<file path="config.mk">
export PLATFORM = sky130hd
export DESIGN_NAME = ahbmtx_l2_addr_decoder
export DESIGN_NICKNAME = d
export VERILOG_FILES = /design/src/rtl/ahbmtx_l2_addr_decoder_pkg.sv /design/src/rtl/ahbmtx_l2_region_match.sv /design/src/rtl/ahbmtx_l2_addr_decoder.sv
export SDC_FILE = /design/constraint.sdc
export NUM_CORES = 1
export LEC_CHECK = 0
export CAP_MARGIN = 20
export CORE_AREA = 2 2 93 95
export CTS_BUF_LIST = sky130_fd_sc_hd__clkbuf_4 sky130_fd_sc_hd__clkbuf_8 sky130_fd_sc_hd__clkbuf_16
export DETAILED_ROUTE_END_ITERATION = 10
export DIE_AREA = 0 0 95 97
export HOLD_SLACK_MARGIN = 0.08
export PLACE_DENSITY = 0.75
export SYNTH_ARGS = -nofsm -noshare
export SYNTH_HDL_FRONTEND = slang
export SYNTH_SLANG_ARGS = --single-unit
</file>
<file path="constraint.sdc">
create_clock -name HCLK -period 3 [get_ports HCLK]
set_clock_uncertainty 0.1 [all_clocks]
set_input_delay 0.3 -clock HCLK [delete_from_list [all_inputs] [get_ports HCLK]]
set_output_delay 0.3 -clock HCLK [all_outputs]
set_load 0.02 [all_outputs]
</file>
<file path="src/rtl/ahbmtx_l2_addr_decoder_pkg.sv">
// Shared AHB matrix definitions: response encodings and data-phase select state.
package ahbmtx_l2_addr_decoder_pkg;

    localparam logic [1:0] HRESP_OKAY  = 2'b00;
    localparam logic [1:0] HRESP_ERROR = 2'b01;

    localparam int unsigned NUM_SLAVES = 4;

    // Which responder owns the current data phase.
    typedef enum logic [2:0] {
        SEL_NONE = 3'd0,
        SEL_S0   = 3'd1,
        SEL_S1   = 3'd2,
        SEL_S2   = 3'd3,
        SEL_S3   = 3'd4,
        SEL_DEF  = 3'd5
    } dsel_e;

endpackage

</file>
<file path="src/rtl/ahbmtx_l2_region_match.sv">
// Single address-region comparator: hit when the masked address equals the base.
module ahbmtx_l2_region_match #(
    parameter logic [31:0] BASE = 32'h0000_0000,
    parameter logic [31:0] MASK = 32'hE000_0000
) (
    input  logic [31:0] addr_i,
    output logic        hit_o
);

    assign hit_o = ((addr_i & MASK) == BASE);

endmodule

</file>
<file path="src/rtl/ahbmtx_l2_addr_decoder.sv">
// Output-stage address decoder of the AHB matrix: four slave regions plus a
// default slave, a data-phase response mux and a saturating default-hit counter.
module ahbmtx_l2_addr_decoder
    import ahbmtx_l2_addr_decoder_pkg::*;
#(
    parameter logic [31:0] S0_BASE = 32'h0000_0000,
    parameter logic [31:0] S0_MASK = 32'hE000_0000,
    parameter logic [31:0] S1_BASE = 32'h2000_0000,
    parameter logic [31:0] S1_MASK = 32'hE000_0000,
    parameter logic [31:0] S2_BASE = 32'h4000_0000,
    parameter logic [31:0] S2_MASK = 32'hF000_0000,
    parameter logic [31:0] S3_BASE = 32'h6000_0000,
    parameter logic [31:0] S3_MASK = 32'hF000_0000
) (
    input  logic        HCLK,
    input  logic        HRESET,
    input  logic        HSELS,
    input  logic [31:0] HADDR,
    input  logic [1:0]  HTRANS,
    input  logic        HREADY,
    output logic [3:0]  HSEL_S,
    output logic        HSEL_DEF,
    input  logic [3:0]  HREADYOUT_S,
    input  logic [1:0]  HRESP_S0,
    input  logic [1:0]  HRESP_S1,
    input  logic [1:0]  HRESP_S2,
    input  logic [1:0]  HRESP_S3,
    input  logic [31:0] HRDATA_S0,
    input  logic [31:0] HRDATA_S1,
    input  logic [31:0] HRDATA_S2,
    input  logic [31:0] HRDATA_S3,
    input  logic        HREADYOUT_DEF,
    input  logic [1:0]  HRESP_DEF,
    output logic        HREADYOUT,
    output logic [1:0]  HRESP,
    output logic [31:0] HRDATA,
    input  logic        DEF_CNT_CLR,
    output logic [15:0] DEF_HIT_CNT
);

    logic [3:0]  hit;
    logic [3:0]  win;
    dsel_e       addr_sel;
    dsel_e       sel_q;
    logic [15:0] cnt_q;
    logic [15:0] cnt_d;
    logic        def_hit;
    logic        unused_htrans0;

    assign unused_htrans0 = HTRANS[0];

    ahbmtx_l2_region_match #(.BASE(S0_BASE), .MASK(S0_MASK)) u_match0 (.addr_i(HADDR), .hit_o(hit[0]));
    ahbmtx_l2_region_match #(.BASE(S1_BASE), .MASK(S1_MASK)) u_match1 (.addr_i(HADDR), .hit_o(hit[1]));
    ahbmtx_l2_region_match #(.BASE(S2_BASE), .MASK(S2_MASK)) u_match2 (.addr_i(HADDR), .hit_o(hit[2]));
    ahbmtx_l2_region_match #(.BASE(S3_BASE), .MASK(S3_MASK)) u_match3 (.addr_i(HADDR), .hit_o(hit[3]));

    // Address-phase decode: lowest-index region wins on overlap, default when none hit.
    always_comb begin
        win      = '0;
        addr_sel = SEL_DEF;
        if (hit[0]) begin
            win[0]   = 1'b1;
            addr_sel = SEL_S0;
        end else if (hit[1]) begin
            win[1]   = 1'b1;
            addr_sel = SEL_S1;
        end else if (hit[2]) begin
            win[2]   = 1'b1;
            addr_sel = SEL_S2;
        end else if (hit[3]) begin
            win[3]   = 1'b1;
            addr_sel = SEL_S3;
        end
        if (!HSELS) begin
            addr_sel = SEL_NONE;
        end
    end

    assign HSEL_S   = win & {4{HSELS}};
    assign HSEL_DEF = HSELS & ~(|hit);
    assign def_hit  = HSEL_DEF & HREADY & HTRANS[1];

    // Data-phase owner advances only when the bus completes the current transfer.
    always_ff @(posedge HCLK) begin
        if (HRESET) begin
            sel_q <= SEL_NONE;
        end else if (HREADY) begin
            sel_q <= addr_sel;
        end
    end

    // Saturating counter next state; clear beats a coincident hit.
    always_comb begin
        cnt_d = cnt_q;
        if (DEF_CNT_CLR) begin
            cnt_d = '0;
        end else if (def_hit && (cnt_q != '1)) begin
            cnt_d = cnt_q + 16'd1;
        end
    end

    // Default-slave hit counter register.
    always_ff @(posedge HCLK) begin
        if (HRESET) begin
            cnt_q <= '0;
        end else begin
            cnt_q <= cnt_d;
        end
    end

    assign DEF_HIT_CNT = cnt_q;

    // Response mux driven by the registered data-phase owner.
    always_comb begin
        HREADYOUT = 1'b1;
        HRESP     = HRESP_OKAY;
        HRDATA    = '0;
        case (sel_q)
            SEL_S0: begin
                HREADYOUT = HREADYOUT_S[0];
                HRESP     = HRESP_S0;
                HRDATA    = HRDATA_S0;
            end
            SEL_S1: begin
                HREADYOUT = HREADYOUT_S[1];
                HRESP     = HRESP_S1;
                HRDATA    = HRDATA_S1;
            end
            SEL_S2: begin
                HREADYOUT = HREADYOUT_S[2];
                HRESP     = HRESP_S2;
                HRDATA    = HRDATA_S2;
            end
            SEL_S3: begin
                HREADYOUT = HREADYOUT_S[3];
                HRESP     = HRESP_S3;
                HRDATA    = HRDATA_S3;
            end
            SEL_DEF: begin
                HREADYOUT = HREADYOUT_DEF;
                HRESP     = HRESP_DEF;
            end
            default: begin
                HREADYOUT = 1'b1;
                HRESP     = HRESP_OKAY;
                HRDATA    = '0;
            end
        endcase
    end

endmodule

</file>
==> impl_metrics.py <==
metrics = {
    "clock_network": {
        "cts_buffers": 3,
        "cts.sinks": 19,
        "path_clk_slew_ns": 0.07,
        "cts_setup_buffers": 0,
        "cts.path.max_buffers": 2,
        "cts_tree": "built",
        "cts.htree.levels": 1,
        "insertion_delay_ns": 0.26,
        "root_buffer": "clkbuf_8",
    },
    "floorplan": {
        "core_area_um2": 8130,
        "fp.dieH_um": 97,
        "ios": 238,
        "initial_core_util": 0.232,
        "chipWidth_um": 95,
        "rows": 33,
        "dieArea_um2": 9220,
    },
    "detailed_routing": {
        "vias": 2911,
        "firstDrtPassIters": 4,
        "first_iter_violations": 133,
        "vias_per_cell": 5.17,
        "wl_per_cell_um": 17.4,
        "wirelength_mm": 9.81,
        "antenna_left": 0,
        "drc": 0,
    },
    "yosys": {
        "synth_edf_count": 0,
        "yosysUniqueCellTypes": 41,
        "syn_nets": 446,
        "seq_area_frac_synth": 0.202,
        "synth-seq-cells": 19,
        "ys.flop_type": "dfxtp_1",
        "syn_avg_cell_area_um2": 7.17,
        "synth_area_um2": 1890,
        "ys_async_sr_fraction": 0,
        "yosysWarnings": 0,
        "syn_inst": 263,
    },
    "pwr": {
        "power_mw": 0.866,
        "power.leakage_nw": 1.49,
        "ir_drop_mv": 0.389,
        "cellPowerDensity_nw_per_um2": 212,
    },
    "place": {
        "gp_congestion": 0.825,
        "hpwl_mm": 7.80,
        "placed_area_um2": 4040,
        "portBuffers": 208,
    },
    "finish": {
        "nNetsFinal": 642,
        "final_cell_mix": "clkdlybuf4s50_1, a22oi_1, nand2_1",
        "antenna_cells": 0,
        "drive_gt1_frac": 0.0437,
        "stdcell_area_um2": 4090,
        "fin_util": 0.503,
        "layout_commonest_cell": "clkdlybuf4s50_1",
        "syn_to_final_growth_pct": 117,
    },
    "setup_path": {
        "path_cells": "nor3b_4 -> buf_4 -> a22oi_1 -> nand2_1 -> clkdlybuf4s50_1",
        "r2r_slack_ns": 1.03,
        "setup.worst_path.start_class": "register",
        "cp.arrival_ns": 2.38,
        "cp.required_ns": 2.60,
        "reg2reg_depth": 5,
        "crit_path_start": "sel_q[0]",
        "critical_path_class": "reg2out",
        "r2r_end": "DEF_HIT_CNT[14]",
        "cp_max_fo": 33,
        "worst-path-buf-inv": 2,
        "cp_slowest_stage_delay_ns": 0.63,
        "worstSetupPathDepth": 5,
        "slowest_stage": "clkdlybuf4s50_1",
        "critical_path.top_delay_family": "buffers and inverters",
        "cp-endpoint": "HRDATA[14]",
        "cp-end-kind": "primary output",
        "r2r-start": "DEF_HIT_CNT[0]",
    },
    "timing": {
        "hold_viol": 0,
        "fin_crit_ns": 2.78,
        "maxSlewViolCount": 0,
        "period_share": 0.927,
        "final.setup.tns_ns": 0,
        "slew_headroom": 0.711,
        "setup_viol": 0,
        "max_slew.worst_pin.slew_ns": 0.433,
        "clock.fmax_mhz": 360,
        "rsz0062_at_grt": "no",
    },
    "global_route": {
        "grt_pass1_vias": 2810,
        "grt_max_degree": 34,
        "grt_first_pass_wirelength_mm": 14.8,
        "antenna_found_initial": 0,
        "grt_remaining_overflow": 0,
        "grtUsageTotal": 0.198,
    },
    "worst_hold_path": {
        "holdCritPathClass": "reg2reg",
    },
    "job": {
        "cap_violations": 0,
    },
    "run_status": {
        "outcome": "finished clean",
    },
}
-- worst register-to-register path: stages (launching register included) --
cell	delay, ns
dfxtp_1	0.41
ha_1	0.25
and4_4	0.27
nand4_1	0.25
or4_1	0.48
a21oi_1	0.15
-- how the worst min path moves through the flow --
stage	start	end	slack, ns	cells after the start
final	DEF_HIT_CNT[7]	DEF_HIT_CNT[7]	0.40	2
after detailed placement	DEF_HIT_CNT[7]	DEF_HIT_CNT[7]	0.40	2
after floorplan	HRESET	sel_q[1]	0.27	1
after global routing	DEF_HIT_CNT[10]	DEF_HIT_CNT[10]	0.43	1
after global placement	DEF_HIT_CNT[7]	DEF_HIT_CNT[7]	0.38	2
after CTS	DEF_HIT_CNT[7]	DEF_HIT_CNT[7]	0.41	2
-- cells in the mapped netlist, types with 4 or more instances --
master	n	area, µm²
nand3_1	4	20.0
and2_1	4	25.0
a21oi_1	20	100
nand2b_1	4	25.0
nor2_1	7	26.3
or4_1	7	52.6
o21ai_0	6	30.0
o31ai_1	7	52.6
nand4_1	5	31.3
clkbuf_1	15	56.3
or3_1	6	37.5
mux2i_1	5	50.1
a22oi_1	65	488
nor2b_1	4	25.0
nand2_1	47	176
dfxtp_1	19	380
-- per-stage QoR --
step	setup slack, ns	instances	hold WS, ns
floorplan	1.08	263	0.269
global placement	0.422	559	0.381
detailed placement	0.419	559	0.397
CTS	0.124	563	0.407
global route	0.0533	563	0.435
finish	0.219	563	0.400
-- report_power, final --
part	switching [mW]	leakage [nW]	internal, mW	total [mW]
clock	0.0829	0.0262	0.103	0.186
combinational	0.152	1.31	0.267	0.419
sequential	0.00630	0.154	0.254	0.260
total	0.242	1.49	0.624	0.866
-- metal layers --
layer,part of all wire,vias to the layer above,GRT usage
li1,-,1428,-
met1,0.39,1377,0.238
met2,0.53,104,0.370
met3,0.081,2,0.0444
met4,0.0012,0,0.0111
met5,0,-,0
-- state kept, by name (all words and copies together), names as in the netlist --
name         flops
DEF_HIT_CNT     16
sel_q            3
-- layout make-up --
cell class,count,area (µm²)
flip-flops and latches,19,382
multi-input cells,222,1420
repair buffers,212,2110
inverters,1,3.75
well taps,105,131
clock buffers,4,48.8
fillers,799,4040
-- kinds of logic after synthesis --
group           after synthesis  synth area share
flops                        19             0.202
buf+inv                      22            0.0570
fa+ha+maj                     1           0.00663
simple gates                107             0.305
mux                           5            0.0265
compound gates              109             0.403
-- what timing repair did --
item | in CTS | in global routing
setup endpoints to repair | 0 | 1
resized for setup | 0 | 1
hold buffers | 0 | 0
hold endpoints to repair | 0 | 0
No activity file was read; power rests on OpenSTA's default activity.
==> edit 1 (same flow settings) <==
Re-encode `dsel_e` (6 values) as Gray code, 3 bits wide.
--- a/src/rtl/ahbmtx_l2_addr_decoder_pkg.sv
+++ b/src/rtl/ahbmtx_l2_addr_decoder_pkg.sv
@@ -8,12 +8,12 @@
 
     // Which responder owns the current data phase.
     typedef enum logic [2:0] {
-        SEL_NONE = 3'd0,
-        SEL_S0   = 3'd1,
-        SEL_S1   = 3'd2,
-        SEL_S2   = 3'd3,
-        SEL_S3   = 3'd4,
-        SEL_DEF  = 3'd5
+        SEL_NONE = 3'b000,
+        SEL_S0   = 3'b001,
+        SEL_S1   = 3'b011,
+        SEL_S2   = 3'b010,
+        SEL_S3   = 3'b110,
+        SEL_DEF  = 3'b111
     } dsel_e;
 
 endpackage
Behaviour: no difference found for any inputs over 10 cycles, from zero or initial values and one cycle with HRESET high; not proved beyond that.
==> edit 1 against the original RTL <==
  * Sequential cell count unchanged
  * Synthesized cell count increased by 2.3%
  * Final area increased by 1.9%
  * Worst hold slack improved by 15 ps
  * Cell count increased by 1.4%
  * Non-clock buffer count increased by 3
  * Maximum frequency decreased by 0.69%
  * Routed wire length decreased by 0.45%
  * Sequential power about the same
  * Setup slack got worse by 19 ps
  * Clock power about the same
  * Total power increased by 1.4%
  * Register-to-register slack got worse by 80 ps
  * Synthesized area increased by 1.9%
  * Critical endpoint is now HRDATA[24]
==> edit 1: results (changes against the original RTL) <==
Synth
  – Complex-gate fraction of the synthesized area: 0.406 (+0.00242)
  – Register area share after synthesis: 0.198 (-0.00367)
  – FFs w/ async S/R, synth: 0 (unchanged)
  – Distinct cell type count after synthesis: 43 (+4.9%)
  – Adder-cell area share of the yosys netlist: 0.00651 (-0.000121)
  – Top cells by count, synth: a22oi_1, nand2_1, clkbuf_1, dfxtp_1, a21oi_1
  – Post-Synth XOR/XNOR Area: 0 (unchanged)
  – Post-synthesis mux area share: 0.0326 (+0.00603)
  – Top cells by area, synth: a22oi_1, dfxtp_1, nand2_1, clkbuf_1, a21oi_1
  – Syn Nets: 452 (+1.3%)
  – Synthesized instance count: 269 (+2.3%)

Pwr
  – Power per Cell Area: 211 nW/um2 (-0.49%)
  – Sequential Power Share: 0.296 (-0.005)
  – Peak supply drop: 0.000119 V (-69%)
  – Leak: 1.52 nW (+2.1%)
  – Sw frac: 0.279 (-0.000408)

Setup path
  – Setup crit start: sel_q[0]
  – WP data arrival: 2400 ps (+20 ps)
  – Reg2reg start: DEF_HIT_CNT[2]
  – CP max stage delay: 610 ps (-20 ps)
  – Maximum fanout along the worst path: 32 (-3.0%)
  – End of the critical path: HRDATA[24]
  – Reg2reg setup slack: 950 ps (-80 ps)
  – Reg-to-reg endpoint: DEF_HIT_CNT[8]
  – Cells on worst reg2reg path: 4 (-1)

Timing
  – PnR worst setup slack: 200 ps (-19.2 ps)
  – Worst-Margin Slew: 752 ps (+319 ps)

GRT
  – All-Layer GR Usage: 0.190 (-0.00868)
  – Routing usage on met2: 0.333 (-0.0376)
  – Met3 usage: 0.0460 (+0.00156)
  – Largest net degree at the start of global routing: 33 (-2.9%)
  – Number of global-route vias before repair: 2765 (-1.6%)
  – First-pass GRT wire length: 14000 um (-5.4%)
  – Met1 Use GR: 0.232 (-0.00595)

Layout
  – Share of cells above drive strength 1: 0.0515 (+0.00783)
  – # fillers: 765 (-4.3%)
  – Fin cells: 571 (+1.4%)
  – Nets@finish: 650 (+1.2%)

Run status
  – Status: completed

Placement
  – Worst slack, placed: 410 ps (-9.40 ps)
  – DP HPWL: 7840 um (+0.54%)
  – RePlAce Congestion: 0.900 (+9.1%)
  – DP Area: 4120 um2 (+1.9%)

Detailed routing
  – Total number of vias: 2942 (+1.1%)
  – Routed wl met3: 935 um (+18%)
  – Drt first-iter violations: 129 (-3.0%)
  – WL met1: 3860 um (+0.44%)
  – DRT Pass-1 Iters: 5 (+1)
  – Met2 WL: 4820 um (-6.7%)

Clock tree
  – CTS Buf Count: 3 (unchanged)
  – CTS root buffer: clkbuf_8
## edit 1: final cells by class
cell class / instances / area [um2] / share of cell area
flip-flops and latches: 19 / 382 / 0.0915
well taps: 105 / 131 / 0.0315
multi-input cells: 226 / 1450 / 0.349
clock buffers: 4 / 48.8 / 0.0117
inverters: 2 / 7.51 / 0.00180
repair buffers: 215 / 2150 / 0.515
## edit 1: worst min-delay path by stage
stage | from | to | slack (ps) | depth (start not counted)
after floorplan | HRESET | sel_q[0] | 270 | 1
after global placement | DEF_HIT_CNT[14] | DEF_HIT_CNT[14] | 390 | 2
after detailed placement | DEF_HIT_CNT[14] | DEF_HIT_CNT[14] | 400 | 2
after CTS | DEF_HIT_CNT[14] | DEF_HIT_CNT[14] | 410 | 2
after global routing | DEF_HIT_CNT[14] | DEF_HIT_CNT[14] | 450 | 2
final | DEF_HIT_CNT[14] | DEF_HIT_CNT[14] | 410 | 2
==> edit 2 (same flow settings) <==
Made on the original files. Make the reset (`HRESET`) asynchronous in 2 clocked blocks.
--- a/src/rtl/ahbmtx_l2_addr_decoder.sv
+++ b/src/rtl/ahbmtx_l2_addr_decoder.sv
@@ -81,7 +81,7 @@
     assign def_hit  = HSEL_DEF & HREADY & HTRANS[1];
 
     // Data-phase owner advances only when the bus completes the current transfer.
-    always_ff @(posedge HCLK) begin
+    always_ff @(posedge HCLK or posedge HRESET) begin
         if (HRESET) begin
             sel_q <= SEL_NONE;
         end else if (HREADY) begin
@@ -100,7 +100,7 @@
     end
 
     // Default-slave hit counter register.
-    always_ff @(posedge HCLK) begin
+    always_ff @(posedge HCLK or posedge HRESET) begin
         if (HRESET) begin
             cnt_q <= '0;
         end else begin
Behaviour: differs if HRESET is asserted again (counterexample within 4 cycles, from zero or initial values and one cycle with HRESET high); with HRESET held inactive, the same outputs for 10 cycles.
==> edit 2 against the original RTL <==
  * Routed wire length down 5.6%
  * Highest routed layer unchanged
  * Synthesized area up 6.0%
  * Total power up 22%
  * Sequential cell count unchanged
  * Count of clock-buffer cells in the layout down 1
  * Sequential power up 3%
  * Via count down 2.3%
  * Core utilization up 1.8 points
  * Setup slack better by 29 ps
  * Final area up 3.5%
  * Die area unchanged
  * Cell count up 0.89%
  * Critical path type unchanged
  * Combinational power up 45%
==> edit 2: results (changes against the original RTL) <==
Run status
  – Status: completed

Layout
  – Nets@finish: 647 (+0.78%)
  – # fillers: 742 (-7.1%)
  – Share of cells above drive strength 1: 0.0583 (+0.0146)

Setup path
  – Reg2reg start: DEF_HIT_CNT[10]
  – Maximum fanout along the worst path: 32 (-3.0%)
  – Reg2reg setup slack: 930 ps (-100 ps)
  – Cells on worst reg2reg path: 4 (-1)
  – Reg-to-reg endpoint: DEF_HIT_CNT[13]
  – WP data arrival: 2350 ps (-30 ps)

Clock tree
  – CTS Sinks: 19 (unchanged)
  – Postcts setup bufs: 0 (unchanged)
  – Htree depth: 1 (unchanged)
  – Clock-pin transition on the worst setup and hold timing paths: 80 ps
  – CTS root buffer: clkbuf_8
  – CTS Buf Count: 3 (unchanged)
  – Post-cts sizing count: 0 (unchanged)

Placement
  – Worst slack, placed: 468 ps (+49.0 ps)
  – RePlAce Congestion: 0.837 (+1.5%)
  – Port bufs: 208 (unchanged)
  – DP HPWL: 7640 um (-2.1%)
  – DP Area: 4190 um2 (+3.6%)

Synth
  – Post-synth top area cell: a22oi_1
  – Count leader, synth: a22oi_1
  – Register area share after synthesis: 0.238 (+0.0361)
  – Top cells by area, synth: a22oi_1, dfrtp_1, nand2_1, mux2_2, nor2b_1
  – Synth Flop Type: dfrtp_1
  – Syn Nets: 449 (+0.67%)
  – Top cells by count, synth: a22oi_1, nand2_1, dfrtp_1, nor2_1, clkbuf_1
  – FFs w/ async S/R, synth: 1.00 (+1.00)

Detailed routing
  – Final wirelength: 9260 um (-5.6%)
  – Drt first-iter violations: 111 (-17%)
  – Total number of vias: 2844 (-2.3%)

GRT
  – First-pass GRT wire length: 14300 um (-3.2%)
  – Largest net degree at the start of global routing: 35 (+2.9%)
  – All-Layer GR Usage: 0.194 (-0.00393)
  – Gr ovfl total: 0 (unchanged)
  – Number of global-route vias before repair: 2853 (+1.5%)

Pwr
  – Peak supply drop: 0.000133 V (-66%)
  – Sw frac: 0.337 (+0.0575)
  – Leak: 1.63 nW (+9.3%)
  – Logic gate share of total power: 0.574 (+0.090)
  – Clock group power: 0.181 mW (-3%)

Timing
  – Worst hold margin: 363 ps (-37.3 ps)
  – Slew margin rel.: 0.386 (-0.325)

Min path
  – Hold Crit Class: input pin to async pin
[edit 2: cell families after synthesis]
logic type,Yosys count,share of synthesized area
adder cells (fa/ha/maj),1,0.00625
buffers and inverters,26,0.0550
AO/OA/AOI/OAI,89,0.325
multiplexers,15,0.0813
flip-flops,19,0.238
AND/OR/NAND/NOR,116,0.295
[edit 2: worst max-delay path by stage]
| stage | cells past startpoint | slack (ps) | startpoint | to |
|---|---|---|---|---|
| floorplan | 6 | 990 | sel_q[0] | HRDATA[11] |
| global placement | 5 | 520 | HREADY | DEF_HIT_CNT[13] |
| detailed placement | 5 | 470 | HREADY | DEF_HIT_CNT[13] |
| CTS | 6 | 240 | sel_q[0] | HRDATA[22] |
| global route | 6 | 70 | sel_q[0] | HRDATA[7] |
| finish | 6 | 250 | sel_q[0] | HRDATA[22] |
[edit 2: metrics by stage]
step	instances	total power, mW
after detailed placement	564	0.880
after floorplan	266	0.500
after global routing	568	1.11
after global placement	564	0.876
after CTS	568	1.06
final	568	1.06
[edit 2: routing by layer]
layer	vias to the layer above	wire length (um)	global-route usage
li1	1406	-	-
met1	1303	3520	0.224
met2	127	4970	0.363
met3	8	668	0.0452
met4	0	100	0.0312
met5	-	0	0
[edit 2: layout make-up]
class | instances | area [um2] | area share
Timing Repair Buffer | 212 | 2120 | 0.502
Multi-Input combinational cell | 221 | 1430 | 0.338
Sequential cell | 19 | 475 | 0.112
Tap cell | 105 | 131 | 0.0310
Clock buffer | 3 | 41.3 | 0.00975
Inverter | 7 | 26.3 | 0.00620
Clock inverter | 1 | 5.00 | 0.00118
[edit 2: critical path, cell delays in order, from the launching register on]
cell and delay [ps]:
dfrtp_1 480, inv_1 210, nor3_2 180, buf_4 340, a22oi_1 170, nand2_1 80
clkdlybuf4s50_1 610
